[src/rtl/alu_operand_stage_if.sv]
// Handshake and payload bundle between the decode stage, the ALU operand
// stage and the ALU.
//   master : decode/forwarding side driver and ALU-side consumer (testbench)
//   slave  : alu_operand_stage
//   Upstream   : valid_in/ready_out plus decoded fields and forwarding sources
//   Downstream : valid_out/ready_in plus a_out/b_out/f_out/illegal_out
//   Status     : issued_out, count of completed output transfers
interface alu_operand_stage_if #(
   parameter int unsigned WIDTH = 32,
   parameter int unsigned CNT_W = 16
);
   logic             valid_in;
   logic             ready_out;
   logic [1:0]       alu_op_in;
   logic [5:0]       funct_in;
   logic [4:0]       rs_addr_in;
   logic [4:0]       rt_addr_in;
   logic [WIDTH-1:0] rs_data_in;
   logic [WIDTH-1:0] rt_data_in;
   logic [15:0]      imm_in;
   logic             alu_src_in;
   logic             exmem_we_in;
   logic             memwb_we_in;
   logic [4:0]       exmem_addr_in;
   logic [4:0]       memwb_addr_in;
   logic [WIDTH-1:0] exmem_data_in;
   logic [WIDTH-1:0] memwb_data_in;
   logic             flush_in;
   logic             ready_in;
   logic             valid_out;
   logic [WIDTH-1:0] a_out;
   logic [WIDTH-1:0] b_out;
   logic [2:0]       f_out;
   logic             illegal_out;
   logic [CNT_W-1:0] issued_out;

   modport master (
      output valid_in, alu_op_in, funct_in, rs_addr_in, rt_addr_in,
             rs_data_in, rt_data_in, imm_in, alu_src_in,
             exmem_we_in, memwb_we_in, exmem_addr_in, memwb_addr_in,
             exmem_data_in, memwb_data_in, flush_in, ready_in,
      input  ready_out, valid_out, a_out, b_out, f_out, illegal_out,
             issued_out
   );

   modport slave (
      input  valid_in, alu_op_in, funct_in, rs_addr_in, rt_addr_in,
             rs_data_in, rt_data_in, imm_in, alu_src_in,
             exmem_we_in, memwb_we_in, exmem_addr_in, memwb_addr_in,
             exmem_data_in, memwb_data_in, flush_in, ready_in,
      output ready_out, valid_out, a_out, b_out, f_out, illegal_out,
             issued_out
   );
endinterface

[src/rtl/alu_operand_stage.sv]
// Execute-stage issue register ahead of the ALU. Decodes the 3-bit ALU
// function from ALUOp/funct, resolves rs/rt through EX/MEM then MEM/WB
// forwarding, applies the sign-extended immediate mux and holds the result
// behind a valid/ready handshake.
//   clk_in   : clock, rising edge
//   rst_n_in : asynchronous active-low reset
//   bus      : alu_operand_stage_if.slave (upstream fields, forwarding
//              sources, downstream operands, issued-operation counter)
module alu_operand_stage #(
   parameter int unsigned WIDTH = 32,
   parameter int unsigned CNT_W = 16
) (
   input logic                clk_in,
   input logic                rst_n_in,
   alu_operand_stage_if.slave bus
);

   localparam logic [0:0] EMPTY = 1'b0;
   localparam logic [0:0] FULL  = 1'b1;

   localparam int unsigned IMM_W = 16;

   logic [0:0]       state_q;
   logic [0:0]       state_d;
   logic [WIDTH-1:0] a_q;
   logic [WIDTH-1:0] b_q;
   logic [2:0]       f_q;
   logic             illegal_q;
   logic [CNT_W-1:0] issued_q;

   logic             ready_c;
   logic             capture_c;
   logic             xfer_c;
   logic [2:0]       f_c;
   logic             illegal_c;
   logic [WIDTH-1:0] a_fwd_c;
   logic [WIDTH-1:0] rt_fwd_c;
   logic [WIDTH-1:0] b_sel_c;

   // Handshake qualifiers; flush only blocks the capture, never ready.
   assign ready_c   = (state_q == EMPTY) || bus.ready_in;
   assign capture_c = bus.valid_in && ready_c && !bus.flush_in;
   assign xfer_c    = (state_q == FULL) && bus.ready_in;

   // ALU function decode.
   always_comb begin
      f_c       = 3'b010;
      illegal_c = 1'b0;
      case (bus.alu_op_in)
         2'b00: f_c = 3'b010;
         2'b01: f_c = 3'b110;
         2'b11: f_c = 3'b001;
         default: begin
            case (bus.funct_in)
               6'b100000: f_c = 3'b010;
               6'b100010: f_c = 3'b110;
               6'b100100: f_c = 3'b000;
               6'b100101: f_c = 3'b001;
               6'b101010: f_c = 3'b111;
               default:   illegal_c = 1'b1;
            endcase
         end
      endcase
   end

   // Operand forwarding: EX/MEM wins over MEM/WB, register 0 never forwards.
   always_comb begin
      a_fwd_c = bus.rs_data_in;
      if (bus.exmem_we_in && (bus.exmem_addr_in == bus.rs_addr_in) &&
          (bus.rs_addr_in != 5'd0)) begin
         a_fwd_c = bus.exmem_data_in;
      end else if (bus.memwb_we_in && (bus.memwb_addr_in == bus.rs_addr_in) &&
                   (bus.rs_addr_in != 5'd0)) begin
         a_fwd_c = bus.memwb_data_in;
      end

      rt_fwd_c = bus.rt_data_in;
      if (bus.exmem_we_in && (bus.exmem_addr_in == bus.rt_addr_in) &&
          (bus.rt_addr_in != 5'd0)) begin
         rt_fwd_c = bus.exmem_data_in;
      end else if (bus.memwb_we_in && (bus.memwb_addr_in == bus.rt_addr_in) &&
                   (bus.rt_addr_in != 5'd0)) begin
         rt_fwd_c = bus.memwb_data_in;
      end

      b_sel_c = bus.alu_src_in
              ? {{(WIDTH-IMM_W){bus.imm_in[IMM_W-1]}}, bus.imm_in}
              : rt_fwd_c;
   end

   // State register.
   always_ff @(posedge clk_in or negedge rst_n_in) begin
      if (!rst_n_in) state_q <= EMPTY;
      else           state_q <= state_d;
   end

   // Next-state logic.
   always_comb begin
      state_d = state_q;
      case (state_q)
         EMPTY: begin
            if (capture_c) state_d = FULL;
         end
         default: begin
            if (bus.flush_in)            state_d = EMPTY;
            else if (xfer_c && !capture_c) state_d = EMPTY;
         end
      endcase
   end

   // Operand registers load only on capture; flush leaves them stale.
   always_ff @(posedge clk_in or negedge rst_n_in) begin
      if (!rst_n_in) begin
         a_q       <= '0;
         b_q       <= '0;
         f_q       <= 3'b000;
         illegal_q <= 1'b0;
      end else if (capture_c) begin
         a_q       <= a_fwd_c;
         b_q       <= b_sel_c;
         f_q       <= f_c;
         illegal_q <= illegal_c;
      end
   end

   // Saturating count of output transfers, flush does not suppress it.
   always_ff @(posedge clk_in or negedge rst_n_in) begin
      if (!rst_n_in) begin
         issued_q <= '0;
      end else if (xfer_c && (issued_q != {CNT_W{1'b1}})) begin
         issued_q <= issued_q + CNT_W'(1);
      end
   end

   assign bus.ready_out   = ready_c;
   assign bus.valid_out   = (state_q == FULL);
   assign bus.a_out       = a_q;
   assign bus.b_out       = b_q;
   assign bus.f_out       = f_q;
   assign bus.illegal_out = illegal_q;
   assign bus.issued_out  = issued_q;

endmodule

[src/flat_wrapper.sv]
// flat-port wrapper written by rule: the top's interface ports become plain ports
module alu_operand_stage_flat 
#(
   parameter int unsigned WIDTH = 32,
   parameter int unsigned CNT_W = 16
)
  (clk_in, rst_n_in, bus_valid_in, bus_alu_op_in, bus_funct_in, bus_rs_addr_in, bus_rt_addr_in, bus_rs_data_in, bus_rt_data_in, bus_imm_in, bus_alu_src_in, bus_exmem_we_in, bus_memwb_we_in, bus_exmem_addr_in, bus_memwb_addr_in, bus_exmem_data_in, bus_memwb_data_in, bus_flush_in, bus_ready_in, bus_ready_out, bus_valid_out, bus_a_out, bus_b_out, bus_f_out, bus_illegal_out, bus_issued_out);
  alu_operand_stage_if #(.WIDTH(WIDTH), .CNT_W(CNT_W)) bus_i ();
  input logic clk_in;
  input logic rst_n_in;
  input wire logic [$bits(bus_i.valid_in)-1:0] bus_valid_in;
  input wire logic [$bits(bus_i.alu_op_in)-1:0] bus_alu_op_in;
  input wire logic [$bits(bus_i.funct_in)-1:0] bus_funct_in;
  input wire logic [$bits(bus_i.rs_addr_in)-1:0] bus_rs_addr_in;
  input wire logic [$bits(bus_i.rt_addr_in)-1:0] bus_rt_addr_in;
  input wire logic [$bits(bus_i.rs_data_in)-1:0] bus_rs_data_in;
  input wire logic [$bits(bus_i.rt_data_in)-1:0] bus_rt_data_in;
  input wire logic [$bits(bus_i.imm_in)-1:0] bus_imm_in;
  input wire logic [$bits(bus_i.alu_src_in)-1:0] bus_alu_src_in;
  input wire logic [$bits(bus_i.exmem_we_in)-1:0] bus_exmem_we_in;
  input wire logic [$bits(bus_i.memwb_we_in)-1:0] bus_memwb_we_in;
  input wire logic [$bits(bus_i.exmem_addr_in)-1:0] bus_exmem_addr_in;
  input wire logic [$bits(bus_i.memwb_addr_in)-1:0] bus_memwb_addr_in;
  input wire logic [$bits(bus_i.exmem_data_in)-1:0] bus_exmem_data_in;
  input wire logic [$bits(bus_i.memwb_data_in)-1:0] bus_memwb_data_in;
  input wire logic [$bits(bus_i.flush_in)-1:0] bus_flush_in;
  input wire logic [$bits(bus_i.ready_in)-1:0] bus_ready_in;
  output wire logic [$bits(bus_i.ready_out)-1:0] bus_ready_out;
  output wire logic [$bits(bus_i.valid_out)-1:0] bus_valid_out;
  output wire logic [$bits(bus_i.a_out)-1:0] bus_a_out;
  output wire logic [$bits(bus_i.b_out)-1:0] bus_b_out;
  output wire logic [$bits(bus_i.f_out)-1:0] bus_f_out;
  output wire logic [$bits(bus_i.illegal_out)-1:0] bus_illegal_out;
  output wire logic [$bits(bus_i.issued_out)-1:0] bus_issued_out;
  assign bus_i.valid_in = bus_valid_in;
  assign bus_i.alu_op_in = bus_alu_op_in;
  assign bus_i.funct_in = bus_funct_in;
  assign bus_i.rs_addr_in = bus_rs_addr_in;
  assign bus_i.rt_addr_in = bus_rt_addr_in;
  assign bus_i.rs_data_in = bus_rs_data_in;
  assign bus_i.rt_data_in = bus_rt_data_in;
  assign bus_i.imm_in = bus_imm_in;
  assign bus_i.alu_src_in = bus_alu_src_in;
  assign bus_i.exmem_we_in = bus_exmem_we_in;
  assign bus_i.memwb_we_in = bus_memwb_we_in;
  assign bus_i.exmem_addr_in = bus_exmem_addr_in;
  assign bus_i.memwb_addr_in = bus_memwb_addr_in;
  assign bus_i.exmem_data_in = bus_exmem_data_in;
  assign bus_i.memwb_data_in = bus_memwb_data_in;
  assign bus_i.flush_in = bus_flush_in;
  assign bus_i.ready_in = bus_ready_in;
  assign bus_ready_out = bus_i.ready_out;
  assign bus_valid_out = bus_i.valid_out;
  assign bus_a_out = bus_i.a_out;
  assign bus_b_out = bus_i.b_out;
  assign bus_f_out = bus_i.f_out;
  assign bus_illegal_out = bus_i.illegal_out;
  assign bus_issued_out = bus_i.issued_out;
  alu_operand_stage #(.WIDTH(WIDTH), .CNT_W(CNT_W)) u_core (.clk_in(clk_in), .rst_n_in(rst_n_in), .bus(bus_i));
endmodule
[config.mk]
export PLATFORM = sky130hd
export DESIGN_NAME = alu_operand_stage_flat
export DESIGN_NICKNAME = d
export VERILOG_FILES = /design/src/rtl/alu_operand_stage_if.sv /design/src/rtl/alu_operand_stage.sv /design/src/flat_wrapper.sv
export SDC_FILE = /design/constraint.sdc
export NUM_CORES = 1
export LEC_CHECK = 0
export CORE_MARGIN = 4
export CORE_UTILIZATION = 38
export DETAILED_ROUTE_END_ITERATION = 8
export GPL_ROUTABILITY_DRIVEN = 0
export PLACE_DENSITY = 0.91
export SETUP_SLACK_MARGIN = 0.2
export SLEW_MARGIN = 20
export SYNTH_ARGS = -nofsm -noshare
export SYNTH_HDL_FRONTEND = slang
export SYNTH_SLANG_ARGS = --single-unit
[constraint.sdc]
create_clock -name clk_in -period 1.86 [get_ports clk_in]
set_clock_uncertainty 0.2 [all_clocks]
set_input_delay 0.372 -clock clk_in [delete_from_list [all_inputs] [get_ports clk_in]]
set_output_delay 0.372 -clock clk_in [all_outputs]
set_load 0.02 [all_outputs]
==> impl_metrics.env <==
export IMPL_p_clk_frac=0.272
export IMPL_synthesis_area_um2=5499
export IMPL_drv_slew=0
export IMPL_root_buffer="clkbuf_16"
export IMPL_layout_drive_gt1_share=0.3448
export IMPL_yosys_warnings=0
export IMPL_crit_path_max_incr_delay_ns=0.42
export IMPL_antenna_found_initial=0
export IMPL_vias=6414
export IMPL_grt_max_degree=33
export IMPL_multiInputGateArea_um2=3666
export IMPL_use_met3=0.05458
export IMPL_area_growth_syn_to_layout_pct=90.15
export IMPL_path_class="input port to register"
export IMPL_path_buf_inv=2
export IMPL_synth_top_area_frac=0.3868
export IMPL_synthCells=555
export IMPL_cts_sinks=85
export IMPL_die_h_um=128.3
export IMPL_wirelength_um=25890
export IMPL_initial_utilization=0.3916
export IMPL_synth_edf_count=0
export IMPL_slew_headroom=0.7237
export IMPL_worstPathArrival_ns=2.04
export IMPL_r2r_start="u_core.bus.valid_out$_DFF_PN0_"
export IMPL_fin_crit_sh=1.093
export IMPL_power_mw=6.818
export IMPL_setup_slack_ns=-0.1733
export IMPL_rsz0062_at_grt="true"
export IMPL_seqCellArea_um2=2143
export IMPL_grt_pass1_wl_um=37210
export IMPL_leakage_nw=4.294
export IMPL_reg2reg_setup_slack_ns=-0.08
export IMPL_worstSetupEndpointType="register"
export IMPL_fillers=937
export IMPL_synth_most_common_cell="dfrtp_1"
export IMPL_ys_seq_elements=85
export IMPL_synthArstFlopShare=1.000
export IMPL_worst_r2r_path_depth=7
export IMPL_first_pass_iters=7
export IMPL_path_cells="clkdlybuf4s15_1 > xnor2_2 > nand4_1 > or3_4 > buf_12 > o221ai_1 > o22ai_1"
export IMPL_p_int_mw=4.473
export IMPL_vdd_ir_drop_worst_uv=479.0
export IMPL_cts_tree="yes"
export IMPL_min_period_ns=2.033
export IMPL_utilization=0.7446
export IMPL_wl_per_cell_um=23.93
export IMPL_synth_avg_cell_area_um2=9.908
export IMPL_clock_latency_ns=0.34
export IMPL_hp_class="register to register"
export IMPL_ant_nets=0
export IMPL_drt_first_iter_violations=562
export IMPL_portBuffers=265
export IMPL_ys_seq_area_frac=0.3868
export IMPL_drc=0
export IMPL_cts_reportedPaths_clkPinSlew_ns=0.06
export IMPL_worst_setup_path_start_kind="input port"
export IMPL_fp_dieW_um=128.3
export IMPL_critPathTopFamily="simple AND/OR/NAND/NOR gates"
export IMPL_p_sw_frac=0.3439
export IMPL_r2r_end="u_core.bus.b_out[18]$_DFFE_PN0P_"
export IMPL_busiest_layer="met2"
export IMPL_grt_total_usage=0.2917
export IMPL_finalSetupViolations=64
export IMPL_hpwlAfterDp_um=15780
export IMPL_rows=43
export IMPL_synth_top_cells_by_count="85 x dfrtp_1, 61 x a221oi_2, 49 x o21ai_0, 48 x nand2_1, 47 x o21ai_1"
export IMPL_io_pins=266
export IMPL_grt_pass1_vias=6677
export IMPL_cts_max_path_buffers=2
export IMPL_hp_start="u_core.bus.illegal_out$_DFFE_PN0P_"
export IMPL_worstMarginPinSlew_ns=0.4144
export IMPL_numCtsBuffers=9
export IMPL_crit_slowest_cell="or3_4"
export IMPL_core_area_um2=14040
export IMPL_viasPerCell=5.928
export IMPL_synth_cell_types=45
export IMPL_hold_viol=0
export IMPL_overflow=0
export IMPL_switchingPower_mw=2.345
export IMPL_grtUsageMet1=0.3672
export IMPL_h_tree_depth=3
export IMPL_die_area_um2=16460
export IMPL_antenna_cells=0
export IMPL_cp_max_fo=17
export IMPL_cap_violations=0
export IMPL_synth_ff_type="dfrtp_1"
export IMPL_synth_net_count=736
export IMPL_ys_top_cells_by_area="dfrtp_1 39%, a221oi_2 17%, xnor2_1 4.9%, o21ai_0 4.5%, o21ai_1 4.3%"
export IMPL_power_share_combinational=0.376
export IMPL_p_seq_frac=0.352
export IMPL_yosys_area_top_type="dfrtp_1"
export IMPL_met2_usage=0.4965
export IMPL_violations="setup timing"
export IMPL_hold_depth=2
export IMPL_status="finished with violations"
export IMPL_whs_endpoint="u_core.bus.illegal_out$_DFFE_PN0P_"
export IMPL_layout_nets=1078
export IMPL_power_density_nw_per_um2=652.1
export IMPL_crit_required_ns=1.87
export IMPL_maxClockFrequency_mhz=491.8
cell type report:
cell class | count | share of cell area
Clock buffer | 9 | 0.02154
Clock inverter | 7 | 0.007060
Multi-Input combinational cell | 417 | 0.3506
Tap cell | 180 | 0.02154
Sequential cell | 85 | 0.2050
Timing Repair Buffer | 380 | 0.3928
Inverter | 4 | 0.001436
sequential cells by signal, indices dropped and copies added, names as in the netlist:
| name | count |
|---|---|
| u_core.bus.b_out | 32 |
| u_core.bus.issued_out | 16 |
| u_core.bus.valid_out | 1 |
| u_core.bus.f_out | 3 |
| u_core.bus.a_out | 32 |
| u_core.bus.illegal_out | 1 |
cell families (layout without fill, tap and decap cells):
| kind of cell | Yosys count | after routing | synth area share |
|---|---|---|---|
| flops | 85 | 85 | 0.3868 |
| xor+xnor | 34 | 34 | 0.05415 |
| simple gates | 161 | 161 | 0.1529 |
| fa+ha+maj | 1 | 1 | 0.002275 |
| buf+inv | 53 | 400 | 0.06621 |
| mux | 2 | 2 | 0.003868 |
| compound gates | 219 | 219 | 0.3338 |
routing by layer:
layer / wire length (µm) / vias to the layer above
li1: - / 2809
met1: 9802 / 3103
met2: 12940 / 418
met3: 2266 / 84
met4: 880 / 0
met5: 0 / -
power by group through the flow:
stage | Sequential (mW) | Combinational, mW | Clock, mW
floorplan | 2.73 | 0.712 | 0
global placement | 2.39 | 2.37 | 0
detailed placement | 2.40 | 2.42 | 0
CTS | 2.37 | 2.41 | 1.87
global route | 2.43 | 2.70 | 1.95
finish | 2.40 | 2.56 | 1.86
stage by stage:
step	TNS [ns]	cell area, µm²	cells	worst slack, ns	hold WS (ns)
global route	-8.453	10460	1082	-0.2155	0.3115
finish	-6.055	10460	1082	-0.1733	0.2744
global placement	-48.53	8820	1012	-0.7774	0.1263
CTS	-5.011	9896	1070	-0.1257	0.2737
floorplan	-6.052	5587	555	-0.1140	-0.1236
detailed placement	-52.24	8820	1012	-0.8073	0.1275
worst max path at each step:
| stage | from | endpoint | slack [ns] | depth (start not counted) |
|---|---|---|---|---|
| after floorplan | bus_rt_addr_in[1] | u_core.bus.b_out[15]$_DFFE_PN0P_ | -0.11 | 6 |
| after global placement | bus_memwb_addr_in[0] | u_core.bus.b_out[31]$_DFFE_PN0P_ | -0.78 | 7 |
| after detailed placement | bus_memwb_addr_in[0] | u_core.bus.b_out[31]$_DFFE_PN0P_ | -0.81 | 7 |
| after CTS | bus_rt_addr_in[3] | u_core.bus.b_out[3]$_DFFE_PN0P_ | -0.13 | 8 |
| after global routing | bus_rt_addr_in[3] | u_core.bus.b_out[20]$_DFFE_PN0P_ | -0.22 | 8 |
| final | bus_exmem_addr_in[3] | u_core.bus.b_out[25]$_DFFE_PN0P_ | -0.17 | 7 |
what timing repair did:
action,in CTS,in global routing
gates cloned,14,3
buffers inserted,27,9
hold buffers,1,0
pin swaps,92,46
endpoints found under the hold margin,25,0
gates resized for setup,271,116
endpoints found under the setup margin,167,122
tightest hold or removal path, cell delays in order (launching register included):
cell and delay (ns):
dfrtp_1 0.34, nand2_1 0.05, nand2_1 0.05
cell usage in the layout, fill, tap and decap left out, types with 28 or more instances in the layout:
| master | count |
|---|---|
| a221oi_2 | 43 |
| buf_4 | 55 |
| nand2_1 | 41 |
| dfrtp_1 | 72 |
| clkdlybuf4s50_1 | 156 |
| and2_1 | 33 |
| o21ai_1 | 51 |
| dlygate4sd2_1 | 39 |
| buf_6 | 28 |
| o21ai_0 | 42 |
No activity file was read; power rests on OpenSTA's default activity.
